### src/rtl/reorder_buffer_reservation_arbiter_pkg.sv
// Shared types and the rotate-and-priority-encode helper for the reservation arbiter.
package reorder_buffer_arbiter_pkg;

    localparam int MAX_REQUESTERS = 32;
    localparam int SCAN_BITS = $clog2(MAX_REQUESTERS);
    localparam int DEFAULT_OWNER_WIDTH = 2;

    typedef logic [DEFAULT_OWNER_WIDTH-1:0] owner_t;

    // Returns the first set bit of eligible scanning pointer, pointer+1, ... modulo
    // requesters, or -1 when nothing is eligible.
    function automatic int rotate_priority_winner(
        input logic [MAX_REQUESTERS-1:0] eligible,
        input int pointer,
        input int requesters
    );
        int winner;
        int idx;
        winner = -1;
        for (int k = 0; k < MAX_REQUESTERS; k++) begin
            if (k < requesters) begin
                idx = pointer + k;
                if (idx >= requesters) idx = idx - requesters;
                if (winner < 0 && eligible[idx[SCAN_BITS-1:0]]) winner = idx;
            end
        end
        return winner;
    endfunction

endpackage

### src/rtl/reorder_buffer_reservation_arbiter_round_robin_arbiter.sv
// Zero-latency round-robin arbiter; the priority pointer moves past each winner.
module round_robin_arbiter
    import reorder_buffer_arbiter_pkg::*;
#(
    parameter int REQUESTERS = 4,
    parameter int OWNER_WIDTH = (REQUESTERS > 1) ? $clog2(REQUESTERS) : 1
) (
    input  logic                   clock,
    input  logic                   resetn,
    input  logic [REQUESTERS-1:0]  request,
    output logic [REQUESTERS-1:0]  grant,
    output logic [OWNER_WIDTH-1:0] winner
);

    logic [OWNER_WIDTH-1:0] pointer;
    int winner_int;

    always_comb begin
        // NOTE: every output of this block gets a default first, so no path leaves a latch.
        grant = '0;
        winner = '0;
        winner_int = rotate_priority_winner(MAX_REQUESTERS'(request), int'(pointer), REQUESTERS);
        if (winner_int >= 0) begin
            winner = OWNER_WIDTH'(winner_int);
            grant[winner] = 1'b1;
        end
    end

    always_ff @(posedge clock or negedge resetn) begin
        if (!resetn) begin
            pointer <= '0;
        end else if (|grant) begin
            pointer <= (winner == OWNER_WIDTH'(REQUESTERS - 1)) ? '0 : winner + 1'b1;
        end
    end

endmodule

### src/rtl/reorder_buffer_reservation_arbiter.sv
// Shares one reorder buffer reservation port among requesters and routes each
// in-order read back to the requester that reserved the entry.
module reorder_buffer_reservation_arbiter
    import reorder_buffer_arbiter_pkg::*;
#(
    parameter int REQUESTERS = 4,
    parameter int DEPTH = 8,
    parameter int MAX_OUTSTANDING = 4,
    parameter int INDEX_WIDTH = $clog2(DEPTH),
    parameter int OWNER_WIDTH = (REQUESTERS > 1) ? $clog2(REQUESTERS) : 1,
    parameter int COUNT_WIDTH = $clog2(MAX_OUTSTANDING + 1)
) (
    input  logic                   clock,
    input  logic                   resetn,
    input  logic [REQUESTERS-1:0]  request_valid,
    output logic [REQUESTERS-1:0]  request_ready,
    output logic [INDEX_WIDTH-1:0] grant_index,
    output logic [OWNER_WIDTH-1:0] grant_owner,
    output logic                   rob_reserve_enable,
    input  logic [INDEX_WIDTH-1:0] rob_reserve_index,
    input  logic                   rob_read_enable,
    output logic [OWNER_WIDTH-1:0] read_owner,
    output logic [REQUESTERS-1:0]  outstanding_full,
    output logic                   occupancy_full,
    output logic                   occupancy_empty,
    output logic                   read_error
);

    localparam int OCCUPANCY_WIDTH = $clog2(DEPTH + 1);

    logic [COUNT_WIDTH-1:0]     outstanding [REQUESTERS];
    logic [OWNER_WIDTH-1:0]     owner_table [DEPTH];
    logic [INDEX_WIDTH-1:0]     read_pointer;
    logic [OCCUPANCY_WIDTH-1:0] occupancy;
    logic [REQUESTERS-1:0]      eligible;
    logic [REQUESTERS-1:0]      grant;
    logic [REQUESTERS-1:0]      count_down;
    logic [OWNER_WIDTH-1:0]     winner;
    logic                       granting;
    logic                       reading;

    assign occupancy_full  = (occupancy == OCCUPANCY_WIDTH'(DEPTH));
    assign occupancy_empty = (occupancy == '0);

    always_comb begin
        outstanding_full = '0;
        count_down = '0;
        for (int i = 0; i < REQUESTERS; i++) begin
            outstanding_full[i] = (outstanding[i] == COUNT_WIDTH'(MAX_OUTSTANDING));
            count_down[i] = reading && (read_owner == OWNER_WIDTH'(i));
        end
    end

    // Eligibility uses registered state only, so a read never frees a slot for a same-cycle grant.
    assign eligible = request_valid & ~outstanding_full & {REQUESTERS{!occupancy_full && resetn}};

    round_robin_arbiter #(
        .REQUESTERS  (REQUESTERS),
        .OWNER_WIDTH (OWNER_WIDTH)
    ) u_arbiter (
        .clock   (clock),
        .resetn  (resetn),
        .request (eligible),
        .grant   (grant),
        .winner  (winner)
    );

    assign granting           = |grant;
    assign request_ready      = grant;
    assign rob_reserve_enable = granting;
    assign grant_index        = rob_reserve_index;
    assign grant_owner        = winner;

    assign read_owner = owner_table[read_pointer];
    assign reading    = rob_read_enable && !occupancy_empty;
    assign read_error = rob_read_enable && occupancy_empty && resetn;

    always_ff @(posedge clock or negedge resetn) begin
        if (!resetn) begin
            // NOTE: the owner table is reset deliberately; a reset must discard all ownership.
            for (int i = 0; i < DEPTH; i++) owner_table[i] <= '0;
            read_pointer <= '0;
            occupancy <= '0;
        end else begin
            if (granting) owner_table[rob_reserve_index] <= winner;
            if (reading) begin
                read_pointer <= (read_pointer == INDEX_WIDTH'(DEPTH - 1)) ? '0 : read_pointer + 1'b1;
            end
            if (granting && !reading) occupancy <= occupancy + 1'b1;
            else if (reading && !granting) occupancy <= occupancy - 1'b1;
        end
    end

    // A grant and a read for the same requester cancel, leaving its counter unchanged.
    always_ff @(posedge clock or negedge resetn) begin
        if (!resetn) begin
            for (int i = 0; i < REQUESTERS; i++) outstanding[i] <= '0;
        end else begin
            for (int i = 0; i < REQUESTERS; i++) begin
                if (grant[i] && !count_down[i]) outstanding[i] <= outstanding[i] + 1'b1;
                else if (count_down[i] && !grant[i]) outstanding[i] <= outstanding[i] - 1'b1;
            end
        end
    end

endmodule

### config.mk
export PLATFORM = sky130hd
export DESIGN_NAME = reorder_buffer_reservation_arbiter
export DESIGN_NICKNAME = d
export VERILOG_FILES = /design/src/rtl/reorder_buffer_reservation_arbiter_pkg.sv /design/src/rtl/reorder_buffer_reservation_arbiter_round_robin_arbiter.sv /design/src/rtl/reorder_buffer_reservation_arbiter.sv
export SDC_FILE = /design/constraint.sdc
export NUM_CORES = 1
export LEC_CHECK = 0
export BUFFER_PORTS_ARGS = -buffer_cell sky130_fd_sc_hd__buf_4
export CAP_MARGIN = 15
export CORE_MARGIN = 2
export CORE_UTILIZATION = 50
export DETAILED_ROUTE_END_ITERATION = 10
export PLACE_DENSITY = 0.73
export SLEW_MARGIN = 20
export SYNTH_ARGS = -nofsm -noshare
export SYNTH_HDL_FRONTEND = slang
export SYNTH_SLANG_ARGS = --single-unit
### constraint.sdc
create_clock -name clock -period 3.75 [get_ports clock]
set_input_delay 0.375 -clock clock [delete_from_list [all_inputs] [get_ports clock]]
set_output_delay 0.375 -clock clock [all_outputs]
set_load 0.02 [all_outputs]
==> impl_metrics.prom, run 1 <==
# TYPE chip_impl_metric gauge
chip_impl_metric{name="post-dp-hpwl",unit="um"} 3530
chip_impl_metric{name="gp_congestion",unit=""} 0.863
chip_impl_info{name="rsz_0062_raised_after_global_routing",value="false"} 1
chip_impl_metric{name="insertion_delay",unit="ns"} 0.29
chip_impl_metric{name="worst_slew_margin_rel",unit=""} 0.396
chip_impl_metric{name="finalHoldViolations",unit=""} 0
chip_impl_metric{name="core_area",unit="sq um"} 4690
chip_impl_metric{name="layout.cell_area.non_filler",unit="sq um"} 2790
chip_impl_metric{name="final_antenna_net_count",unit=""} 0
chip_impl_metric{name="floorplan.die.width",unit="um"} 73.4
chip_impl_info{name="netlist_top_cells_count",value="sky130_fd_sc_hd__dfrtp_1 (37), sky130_fd_sc_hd__mux2_2 (23), sky130_fd_sc_hd__inv_1 (14), sky130_fd_sc_hd__nor2_1 (13)"} 1
chip_impl_info{name="synth.area.top_cells",value="sky130_fd_sc_hd__dfrtp_1 (39%), sky130_fd_sc_hd__mux2_2 (11%), sky130_fd_sc_hd__ha_1 (6.2%), sky130_fd_sc_hd__mux4_2 (4.7%), sky130_fd_sc_hd__fa_1 (4.2%)"} 1
chip_impl_metric{name="detailedRoute.firstIterationViolations",unit=""} 94
chip_impl_metric{name="num-fill-cells",unit=""} 399
chip_impl_metric{name="initial_core_util",unit=""} 0.513
chip_impl_metric{name="synth-edff-count",unit=""} 0
chip_impl_metric{name="net_count_synth",unit=""} 237
chip_impl_info{name="synthFlopType",value="sky130_fd_sc_hd__dfrtp_1"} 1
chip_impl_metric{name="yosysSeqAreaShare",unit=""} 0.385
chip_impl_metric{name="detail_route.first_pass.iterations",unit=""} 4
chip_impl_metric{name="place.port_buffers",unit=""} 28
chip_impl_metric{name="timing.max_cap.violations",unit=""} 0
chip_impl_metric{name="antenna_found_initial",unit=""} 0
chip_impl_metric{name="totalWireLength",unit="um"} 4510
chip_impl_metric{name="ys_seq_elements",unit=""} 37
chip_impl_metric{name="route.detailed.drc",unit=""} 0
chip_impl_metric{name="critPathRequiredTime",unit="ns"} 3.96
chip_impl_info{name="cts_tree",value="yes"} 1
chip_impl_info{name="critPathSlowestCell",value="sky130_fd_sc_hd__or4_4"} 1
chip_impl_metric{name="setup_viol_count_final",unit=""} 0
chip_impl_metric{name="asyncSetResetFlopFracSynth",unit=""} 1.00
chip_impl_metric{name="clock_path_buffers",unit=""} 2
chip_impl_metric{name="syn_to_final_growth",unit="%"} 16.0
chip_impl_metric{name="maximum_number_of_pins_on_one_net_before_global_route_repair",unit=""} 40
chip_impl_metric{name="yosys_warnings",unit=""} 0
chip_impl_info{name="synth.most_common_cell",value="sky130_fd_sc_hd__dfrtp_1"} 1
chip_impl_info{name="crit_path_start_kind",value="register"} 1
chip_impl_metric{name="synth_top_cell_area_share",unit=""} 0.385
chip_impl_metric{name="grt_pass1_wl",unit="um"} 7750
chip_impl_info{name="status",value="finished, final reports clean"} 1
chip_impl_metric{name="detailroute.via_count",unit=""} 1655
chip_impl_metric{name="antennaDiodeCount",unit=""} 0
chip_impl_metric{name="rrSetupSlack",unit="ns"} 0.24
chip_impl_metric{name="ios",unit=""} 29
chip_impl_metric{name="postSynthCellCount",unit=""} 210
chip_impl_metric{name="crit_path_max_fanout",unit=""} 5
chip_impl_metric{name="drt-vias-per-instance",unit=""} 5.59
chip_impl_metric{name="arrival",unit="ns"} 3.72
chip_impl_metric{name="placed_cell_area",unit="sq um"} 2670
chip_impl_info{name="timing.hold.worst.class",value="in -> async"} 1
chip_impl_metric{name="setup_total_negative_slack",unit="ns"} 0
chip_impl_metric{name="syn-mean-instance-area",unit="sq um"} 11.5
chip_impl_metric{name="clock-skew-final",unit="ns"} 0.00608
chip_impl_metric{name="via_count_of_the_first_global_routing_pass",unit=""} 1643
chip_impl_metric{name="track_usage",unit=""} 0.190
chip_impl_info{name="ctsRootBufferMaster",value="sky130_fd_sc_hd__clkbuf_8"} 1
chip_impl_metric{name="h-tree-depth",unit=""} 2
chip_impl_metric{name="post_route_cells_drive_above_1_share",unit=""} 0.368
chip_impl_metric{name="placement_rows",unit=""} 25
chip_impl_metric{name="grt-ovfl-total",unit=""} 0
chip_impl_info{name="yosys_top_cell_by_area",value="sky130_fd_sc_hd__dfrtp_1"} 1
chip_impl_metric{name="numClockSinks",unit=""} 37
chip_impl_info{name="path_common_cell",value="sky130_fd_sc_hd__xor2_1"} 1
chip_impl_metric{name="final-max-slew-violation-count",unit=""} 0
chip_impl_metric{name="fin_crit_sh",unit=""} 0.936
chip_impl_metric{name="synth_cell_types",unit=""} 52
chip_impl_metric{name="routedWlPerCell",unit="um"} 15.2
chip_impl_info{name="path_cells",value="or3b_4 -> a32oi_2 -> a211o_2 -> nor4_1 -> or4_4 -> or2_1 -> nor2_2 -> ha_1 -> inv_1 -> fa_1 -> xor2_1 -> nor2_1 -> xor2_1"} 1
chip_impl_metric{name="worstMarginPinSlew",unit="ns"} 0.905
chip_impl_metric{name="slowest_delay",unit="ns"} 0.54
chip_impl_metric{name="syn_area",unit="sq um"} 2400
chip_impl_metric{name="numCtsBuffers",unit=""} 5
chip_impl_metric{name="period_needed",unit="ns"} 3.51
chip_impl_info{name="critical_path.endpoint_type",value="register"} 1
chip_impl_metric{name="fp.dieH",unit="um"} 73.4
chip_impl_info{name="crit_type",value="reg -> reg"} 1
chip_impl_metric{name="dieArea",unit="sq um"} 5380
chip_impl_metric{name="fin_nets",unit=""} 268
chip_impl_metric{name="max_clock_freq",unit="MHz"} 285
chip_impl_metric{name="clk_transition_reported_paths",unit="ns"} 0.08
[registers in the layout, indices dropped and copies added, names as in the netlist]
name	flops
owner_table	16
outstanding	12
occupancy	4
read_pointer	3
u_arbiter.pointer	2
[timing repair]
item | in CTS | in global routing
resized for setup | 0 | 4
buffers inserted | 0 | 0
setup endpoints to repair | 0 | 5
hold buffers | 0 | 0
[critical path, delay by kind of cell (launching register included)]
kind                       cells  cell delay (ns)
adders and majority gates      2             0.57
DFF                            1             0.43
AOI/OAI and AO/OA              2             0.49
xor gates and xnor gates       2             0.30
buffers and inverters          1             0.06
and+or+nand+nor                6             1.58
[final cells by class]
cell class | instances | area, sq um | area share
Sequential cell | 37 | 926 | 0.332
Inverter | 15 | 56.3 | 0.0202
Tap cell | 54 | 67.6 | 0.0242
Multi-Input combinational cell | 150 | 1390 | 0.496
Timing Repair Buffer | 32 | 240 | 0.0861
Clock inverter | 3 | 46.3 | 0.0166
Clock buffer | 5 | 68.8 | 0.0247
[layout by cell type (no fill, tap or decap), types with 7 or more instances in the layout]
cell type	n
sky130_fd_sc_hd__dfrtp_1	37
sky130_fd_sc_hd__inv_1	13
sky130_fd_sc_hd__nor2_1	9
sky130_fd_sc_hd__ha_1	11
sky130_fd_sc_hd__buf_4	32
sky130_fd_sc_hd__mux2_2	23
sky130_fd_sc_hd__xor2_1	9
sky130_fd_sc_hd__nand2_1	12
sky130_fd_sc_hd__xnor2_1	7
[worst paths after layout]
kind | start | endpoint | cells after the start
max in group asynchronous | resetn | outstanding[6] | 2
max reg2reg | outstanding[3] | outstanding[11] | 13
min reg2reg | outstanding[2] | outstanding[2] | 1
min | resetn | owner_table[4] | 2
max | outstanding[3] | outstanding[11] | 13
min in group clock | outstanding[2] | outstanding[2] | 1
[metal layers]
layer | vias up | wire length [um] | share of wire | global-route usage
met5 | - | 0 | 0 | 0
li1 | 810 | - | - | -
met1 | 816 | 2170 | 0.48 | 0.261
met4 | 0 | 49 | 0.011 | 0.0626
met3 | 5 | 140 | 0.031 | 0.0439
met2 | 24 | 2150 | 0.48 | 0.299
[kinds of logic (layout without fill, tap and decap cells)]
family                     Yosys count  after routing  share of synthesized area
AOI/OAI and AO/OA                   22             22                     0.0734
xor gates and xnor gates            16             16                     0.0583
buffers and inverters               23             55                     0.0442
and+or+nand+nor                     64             64                      0.166
adders and majority gates           17             17                      0.104
DFF                                 37             37                      0.385
muxes                               31             31                      0.169
[stage by stage]
| stage | setup slack [ns] | hold slack (ns) | util | instances |
|---|---|---|---|---|
| after floorplan | -0.00798 | 0.0794 | - | 210 |
| after global placement | 0.270 | 0.449 | 0.569 | 288 |
| after detailed placement | 0.239 | 0.451 | 0.569 | 288 |
| after CTS | 0.218 | 0.196 | 0.593 | 296 |
| after global routing | 0.00606 | 0.211 | 0.595 | 296 |
| final | 0.239 | 0.177 | 0.595 | 296 |
Power of run 1 is not shown: default switching activity piles up to over one toggle a cycle in this logic, so the estimate is an artifact.
==> run 2, diff against run 1 <==
==> constraint.sdc (replaced) <==
create_clock -name clock -period 3.75 [get_ports clock]
set_input_delay 0.75 -clock clock [delete_from_list [all_inputs] [get_ports clock]]
set_output_delay 0.75 -clock clock [all_outputs]
set_load 0.02 [all_outputs]
==> impl_metrics.prom, run 2 (same netlist as run 1, synthesis figures left out) <==
# TYPE chip_impl_metric gauge
chip_impl_info{name="status",value="finished, final reports clean"} 1
chip_impl_metric{name="whs",unit="ns"} 0.458
chip_impl_metric{name="insertion_delay",unit="ns"} 0.29
chip_impl_metric{name="placement_rows",unit=""} 25
chip_impl_info{name="cts_tree",value="yes"} 1
chip_impl_metric{name="worst_r2r_path_depth",unit=""} 13
chip_impl_info{name="mostFrequentLayoutCells",value="sky130_fd_sc_hd__dfrtp_1 (37), sky130_fd_sc_hd__buf_4 (33), sky130_fd_sc_hd__mux2_2 (23)"} 1
chip_impl_metric{name="totalWireLength",unit="um"} 4580
chip_impl_metric{name="arrival",unit="ns"} 2.87
chip_impl_metric{name="finish.utilization",unit=""} 0.594
chip_impl_info{name="worst_r2r_startpoint",value="outstanding[3]"} 1
chip_impl_metric{name="rrSetupSlack",unit="ns"} 0.21
chip_impl_metric{name="ios",unit=""} 29
chip_impl_metric{name="grt_pass1_wl",unit="um"} 7750
chip_impl_info{name="layout_top_registers",value="owner_table: 16 flops, outstanding: 12 flops, occupancy: 4 flops"} 1
chip_impl_info{name="ctsRootBufferMaster",value="sky130_fd_sc_hd__clkbuf_8"} 1
chip_impl_metric{name="post_layout_cell_count",unit=""} 297
chip_impl_metric{name="max_clock_freq",unit="MHz"} 276
chip_impl_info{name="crit_path_start_kind",value="register"} 1
chip_impl_metric{name="dieArea",unit="sq um"} 5380
chip_impl_metric{name="place.port_buffers",unit=""} 28
chip_impl_metric{name="crit_path_max_fanout",unit=""} 5
chip_impl_metric{name="clock-skew-final",unit="ns"} 0.00586
chip_impl_metric{name="fin_crit_sh",unit=""} 0.966
chip_impl_metric{name="number_of_cells_on_the_worst_hold_path",unit=""} 1
chip_impl_metric{name="period_needed",unit="ns"} 3.62
chip_impl_info{name="path_cells",value="or3b_4 -> a32oi_2 -> a211o_2 -> nor4_1 -> or4_4 -> or2_1 -> nor2_2 -> buf_4"} 1
chip_impl_metric{name="syn_to_final_growth",unit="%"} 15.8
chip_impl_metric{name="clock_path_buffers",unit=""} 2
chip_impl_info{name="critical_path.endpoint_type",value="output port"} 1
chip_impl_metric{name="final_antenna_net_count",unit=""} 0
chip_impl_metric{name="detailedRoute.firstIterationViolations",unit=""} 112
chip_impl_metric{name="maximum_number_of_pins_on_one_net_before_global_route_repair",unit=""} 41
chip_impl_info{name="worst_r2r_endpoint",value="outstanding[11]"} 1
chip_impl_metric{name="clk_transition_reported_paths",unit="ns"} 0.07
chip_impl_metric{name="floorplan.die.width",unit="um"} 73.4
chip_impl_info{name="crit_type",value="reg -> out"} 1
chip_impl_metric{name="slowest_delay",unit="ns"} 0.55
chip_impl_metric{name="post-cts-setup-buffers",unit=""} 0
chip_impl_metric{name="track_usage",unit=""} 0.190
chip_impl_metric{name="gp_congestion",unit=""} 0.906
chip_impl_info{name="rsz_0062_raised_after_global_routing",value="true"} 1
chip_impl_metric{name="critPathRequiredTime",unit="ns"} 3.00
chip_impl_metric{name="largest_register_ffs",unit=""} 16
chip_impl_metric{name="numCtsBuffers",unit=""} 5
chip_impl_metric{name="antennaDiodeCount",unit=""} 0
chip_impl_metric{name="drt-vias-per-instance",unit=""} 5.60
chip_impl_metric{name="post_route_cells_drive_above_1_share",unit=""} 0.374
chip_impl_metric{name="detailroute.via_count",unit=""} 1664
chip_impl_metric{name="cts_resized",unit=""} 0
chip_impl_metric{name="initial_core_util",unit=""} 0.513
chip_impl_metric{name="cell_total_after_placement",unit=""} 289
chip_impl_info{name="timing.hold.worst.class",value="reg -> reg"} 1
chip_impl_metric{name="via_count_of_the_first_global_routing_pass",unit=""} 1633
chip_impl_info{name="critPathSlowestCell",value="sky130_fd_sc_hd__or4_4"} 1
chip_impl_metric{name="numClockSinks",unit=""} 37
chip_impl_metric{name="setup_viol_count_final",unit=""} 0
chip_impl_info{name="launch_point_of_the_worst_hold_path",value="outstanding[2]"} 1
chip_impl_metric{name="route.detailed.drc",unit=""} 0
chip_impl_metric{name="fp.dieH",unit="um"} 73.4
chip_impl_metric{name="antenna_found_initial",unit=""} 0
chip_impl_metric{name="worstMarginPinSlew",unit="ns"} 0.547
chip_impl_metric{name="timing.max_cap.violations",unit=""} 0
chip_impl_info{name="hold_end",value="outstanding[2]"} 1
chip_impl_metric{name="routedWlPerCell",unit="um"} 15.4
chip_impl_metric{name="fin_nets",unit=""} 269
chip_impl_info{name="largest_register",value="owner_table"} 1
chip_impl_metric{name="finalHoldViolations",unit=""} 0
chip_impl_metric{name="cts_hold_buf",unit=""} 0
chip_impl_metric{name="detail_route.first_pass.iterations",unit=""} 4
chip_impl_metric{name="core_area",unit="sq um"} 4690
chip_impl_metric{name="grt-ovfl-total",unit=""} 0
chip_impl_metric{name="final-max-slew-violation-count",unit=""} 0
chip_impl_metric{name="post-dp-hpwl",unit="um"} 3420
chip_impl_info{name="layout_commonest_cell",value="sky130_fd_sc_hd__dfrtp_1"} 1
chip_impl_metric{name="worst_slew_margin_rel",unit=""} 0.630
chip_impl_metric{name="h-tree-depth",unit=""} 2
run 2: area by class of cell:
class | instances | area [sq um]
inverter | 15 | 56.3
clock buffer | 5 | 68.8
sequential | 37 | 926
multi-input combinational | 150 | 1400
tap | 54 | 67.6
timing repair buffer | 33 | 248
fill | 414 | 1910
clock inverter | 3 | 17.5
run 2: worst max-delay path: cells and delay by family (launching register included):
family / cells / cell delay [ns]
AO/OA/AOI/OAI: 2 / 0.52
buffers and inverters: 1 / 0.16
flip-flops: 1 / 0.43
AND/OR/NAND/NOR: 5 / 1.49
run 2: how the worst max path moves through the flow:
stage / from / to / slack [ns] / depth (start not counted)
finish: outstanding[3] / request_ready[0] / 0.13 / 8
detailed placement: request_valid[0] / outstanding[11] / 0.12 / 14
CTS: outstanding[3] / request_ready[0] / 0.14 / 8
floorplan: u_arbiter.pointer[0] / outstanding[11] / -0.008 / 16
global route: outstanding[3] / outstanding[11] / 0.003 / 13
global placement: request_valid[0] / outstanding[8] / 0.18 / 13
run 2: routing by layer:
metal / global-route usage / wire [um] / part of all wire
met1: 0.277 / 2190 / 0.48
met2: 0.277 / 2120 / 0.46
met3: 0.0453 / 236 / 0.052
met4: 0.0646 / 32 / 0.0070
met5: 0 / 0 / 0
run 2: stage by stage:
stage	setup WS (ns)	setup TNS (ns)	area (sq um)
floorplan	-0.00798	-0.0159	2410
global placement	0.184	0	2680
detailed placement	0.118	0	2680
CTS	0.136	0	2760
global route	0.00281	0	2790
finish	0.128	0	2790
Power of run 2 is left out for the same reason.
==> run 3, diff against run 2 <==
- clock period: 3.75 -> 2.95 ns (I/O delays scaled with it)
==> impl_metrics.prom, run 3 (same netlist as run 1, synthesis figures left out) <==
# TYPE chip_impl_metric gauge
chip_impl_metric{name="post_route_cells_drive_above_1_share",unit=""} 0.640
chip_impl_info{name="timing.hold.worst.class",value="in -> async"} 1
chip_impl_metric{name="critPathRequiredTime",unit="ns"} 2.36
chip_impl_metric{name="cts_hold_buf",unit=""} 0
chip_impl_metric{name="insertion_delay",unit="ns"} 0.29
chip_impl_metric{name="detailedRoute.firstIterationViolations",unit=""} 66
chip_impl_metric{name="placed_cell_area",unit="sq um"} 3180
chip_impl_metric{name="detailroute.via_count",unit=""} 2040
chip_impl_metric{name="worst_slew_margin_rel",unit=""} 0.645
chip_impl_metric{name="placement_rows",unit=""} 25
chip_impl_metric{name="max_clock_freq",unit="MHz"} 293
chip_impl_metric{name="worstMarginPinSlew",unit="ns"} 0.527
chip_impl_metric{name="fp.dieH",unit="um"} 73.4
chip_impl_metric{name="routedWlPerCell",unit="um"} 16.6
chip_impl_metric{name="antennaDiodeCount",unit=""} 0
chip_impl_info{name="cts_tree",value="yes"} 1
chip_impl_metric{name="timing.max_cap.violations",unit=""} 0
chip_impl_info{name="layout_top_registers",value="owner_table: 16 flops, outstanding: 12 flops, occupancy: 4 flops"} 1
chip_impl_metric{name="grt_pass1_wl",unit="um"} 9860
chip_impl_metric{name="via_count_of_the_first_global_routing_pass",unit=""} 2044
chip_impl_metric{name="setup_viol_count_final",unit=""} 17
chip_impl_metric{name="syn_to_final_growth",unit="%"} 52.1
chip_impl_metric{name="drt-vias-per-instance",unit=""} 5.50
chip_impl_metric{name="final-max-slew-violation-count",unit=""} 0
chip_impl_info{name="ctsRootBufferMaster",value="sky130_fd_sc_hd__clkbuf_8"} 1
chip_impl_metric{name="numCtsBuffers",unit=""} 5
chip_impl_metric{name="arrival",unit="ns"} 2.83
chip_impl_metric{name="route.detailed.drc",unit=""} 0
chip_impl_metric{name="antenna_found_initial",unit=""} 0
chip_impl_info{name="violations",value="negative setup slack"} 1
chip_impl_metric{name="initial_core_util",unit=""} 0.513
chip_impl_metric{name="totalWireLength",unit="um"} 6140
chip_impl_metric{name="ios",unit=""} 29
chip_impl_metric{name="detail_route.first_pass.iterations",unit=""} 4
chip_impl_info{name="crit_path_start_kind",value="register"} 1
chip_impl_metric{name="numClockSinks",unit=""} 37
chip_impl_metric{name="largest_register_ffs",unit=""} 16
chip_impl_metric{name="grt-ovfl-total",unit=""} 0
chip_impl_metric{name="post-dp-hpwl",unit="um"} 4140
chip_impl_metric{name="num-fill-cells",unit=""} 290
chip_impl_metric{name="period_needed",unit="ns"} 3.42
chip_impl_metric{name="clock-skew-final",unit="ns"} 0.00668
chip_impl_info{name="mostFrequentLayoutCells",value="sky130_fd_sc_hd__buf_4 (92), sky130_fd_sc_hd__dfrtp_1 (36), sky130_fd_sc_hd__mux2_2 (20)"} 1
chip_impl_info{name="layout_commonest_cell",value="sky130_fd_sc_hd__buf_4"} 1
chip_impl_metric{name="finalHoldViolations",unit=""} 0
chip_impl_metric{name="gp_congestion",unit=""} 0.879
chip_impl_metric{name="worst_r2r_path_depth",unit=""} 14
chip_impl_metric{name="place.port_buffers",unit=""} 28
chip_impl_metric{name="final_antenna_net_count",unit=""} 0
chip_impl_metric{name="dieArea",unit="sq um"} 5380
chip_impl_info{name="status",value="finished with violations"} 1
chip_impl_metric{name="preCtsSetupSlack",unit="ns"} -0.403
chip_impl_metric{name="track_usage",unit=""} 0.245
chip_impl_info{name="crit_type",value="reg -> out"} 1
chip_impl_metric{name="h-tree-depth",unit=""} 2
chip_impl_metric{name="whs",unit="ns"} 0.290
chip_impl_metric{name="fin_crit_sh",unit=""} 1.16
chip_impl_metric{name="final_critical_path_setup_slack",unit="ns"} -0.467
chip_impl_metric{name="core_area",unit="sq um"} 4690
chip_impl_metric{name="maximum_number_of_pins_on_one_net_before_global_route_repair",unit=""} 25
chip_impl_metric{name="layout.cell_area.non_filler",unit="sq um"} 3660
chip_impl_info{name="critical_path.endpoint_type",value="output port"} 1
chip_impl_metric{name="clk_transition_reported_paths",unit="ns"} 0.08
chip_impl_info{name="largest_register",value="owner_table"} 1
chip_impl_metric{name="fin_nets",unit=""} 343
chip_impl_metric{name="clock_path_buffers",unit=""} 2
chip_impl_metric{name="crit_path_max_fanout",unit=""} 4
chip_impl_metric{name="floorplan.die.width",unit="um"} 73.4
chip_impl_info{name="rsz_0062_raised_after_global_routing",value="true"} 1
## run 3: cell count changes in the layout (fill, tap and decap cells not counted), moves of 4 or more
cell	previous run	this run
sky130_fd_sc_hd__buf_4	33	92
sky130_fd_sc_hd__buf_6	0	15
sky130_fd_sc_hd__fa_1	5	0
sky130_fd_sc_hd__fa_2	0	5
sky130_fd_sc_hd__ha_1	11	4
sky130_fd_sc_hd__ha_4	0	6
sky130_fd_sc_hd__inv_1	13	5
sky130_fd_sc_hd__inv_2	2	6
sky130_fd_sc_hd__inv_4	0	4
## run 3: what timing repair did
action                                  in CTS  in global routing
gates cloned                                 0                  0
resized for setup                           29                 27
endpoints found under the setup margin      18                 32
pin swaps                                   14                 28
setup buffers                               13                  9
## run 3: critical path, stage by stage (launching register included)
cell and delay, ns:
sky130_fd_sc_hd__dfrtp_1 0.39, sky130_fd_sc_hd__or3b_4 0.45, sky130_fd_sc_hd__a221oi_4 0.32, sky130_fd_sc_hd__a211o_4 0.16, sky130_fd_sc_hd__nor4_2 0.05, sky130_fd_sc_hd__or4_4 0.55, sky130_fd_sc_hd__or2_4 0.28, sky130_fd_sc_hd__nor2_4 0.12
sky130_fd_sc_hd__buf_6 0.11, sky130_fd_sc_hd__buf_6 0.10
## run 3: metal layers
metal  GRT usage  routed length (um)
met5           0                   0
met4      0.0929                 165
met3      0.0425                 237
met2       0.430                3280
met1       0.300                2460
## run 3: layout make-up
class | instances | area [sq um] | area share
clock inverter | 3 | 46.3 | 0.0127
timing repair buffer | 107 | 860 | 0.235
multi-input combinational | 150 | 1620 | 0.444
tap | 54 | 67.6 | 0.0185
sequential | 37 | 927 | 0.253
clock buffer | 5 | 68.8 | 0.0188
inverter | 15 | 66.3 | 0.0181
## run 3: through the flow
step | TNS, ns | util | cells
6_report | -5.31 | 0.780 | 371
2_1_floorplan | -3.02 | - | 210
5_1_grt | -7.31 | 0.780 | 371
3_5_place_dp | -3.73 | 0.677 | 344
4_1_cts | -5.31 | 0.749 | 365
3_3_place_gp | -3.46 | 0.677 | 344
## run 3: worst paths after layout
check	slack [ns]	from	endpoint
setup / recovery	-0.47	outstanding[9]	request_ready[0]
hold / removal	0.29	resetn	outstanding[9]
setup reg to reg	-0.40	outstanding[9]	outstanding[5]
hold reg to reg	0.51	owner_table[10]	owner_table[10]
max in group asynchronous	2.05	resetn	u_arbiter.pointer[0]
min in group clock	0.51	owner_table[10]	owner_table[10]
Power of run 3 is left out for the same reason.
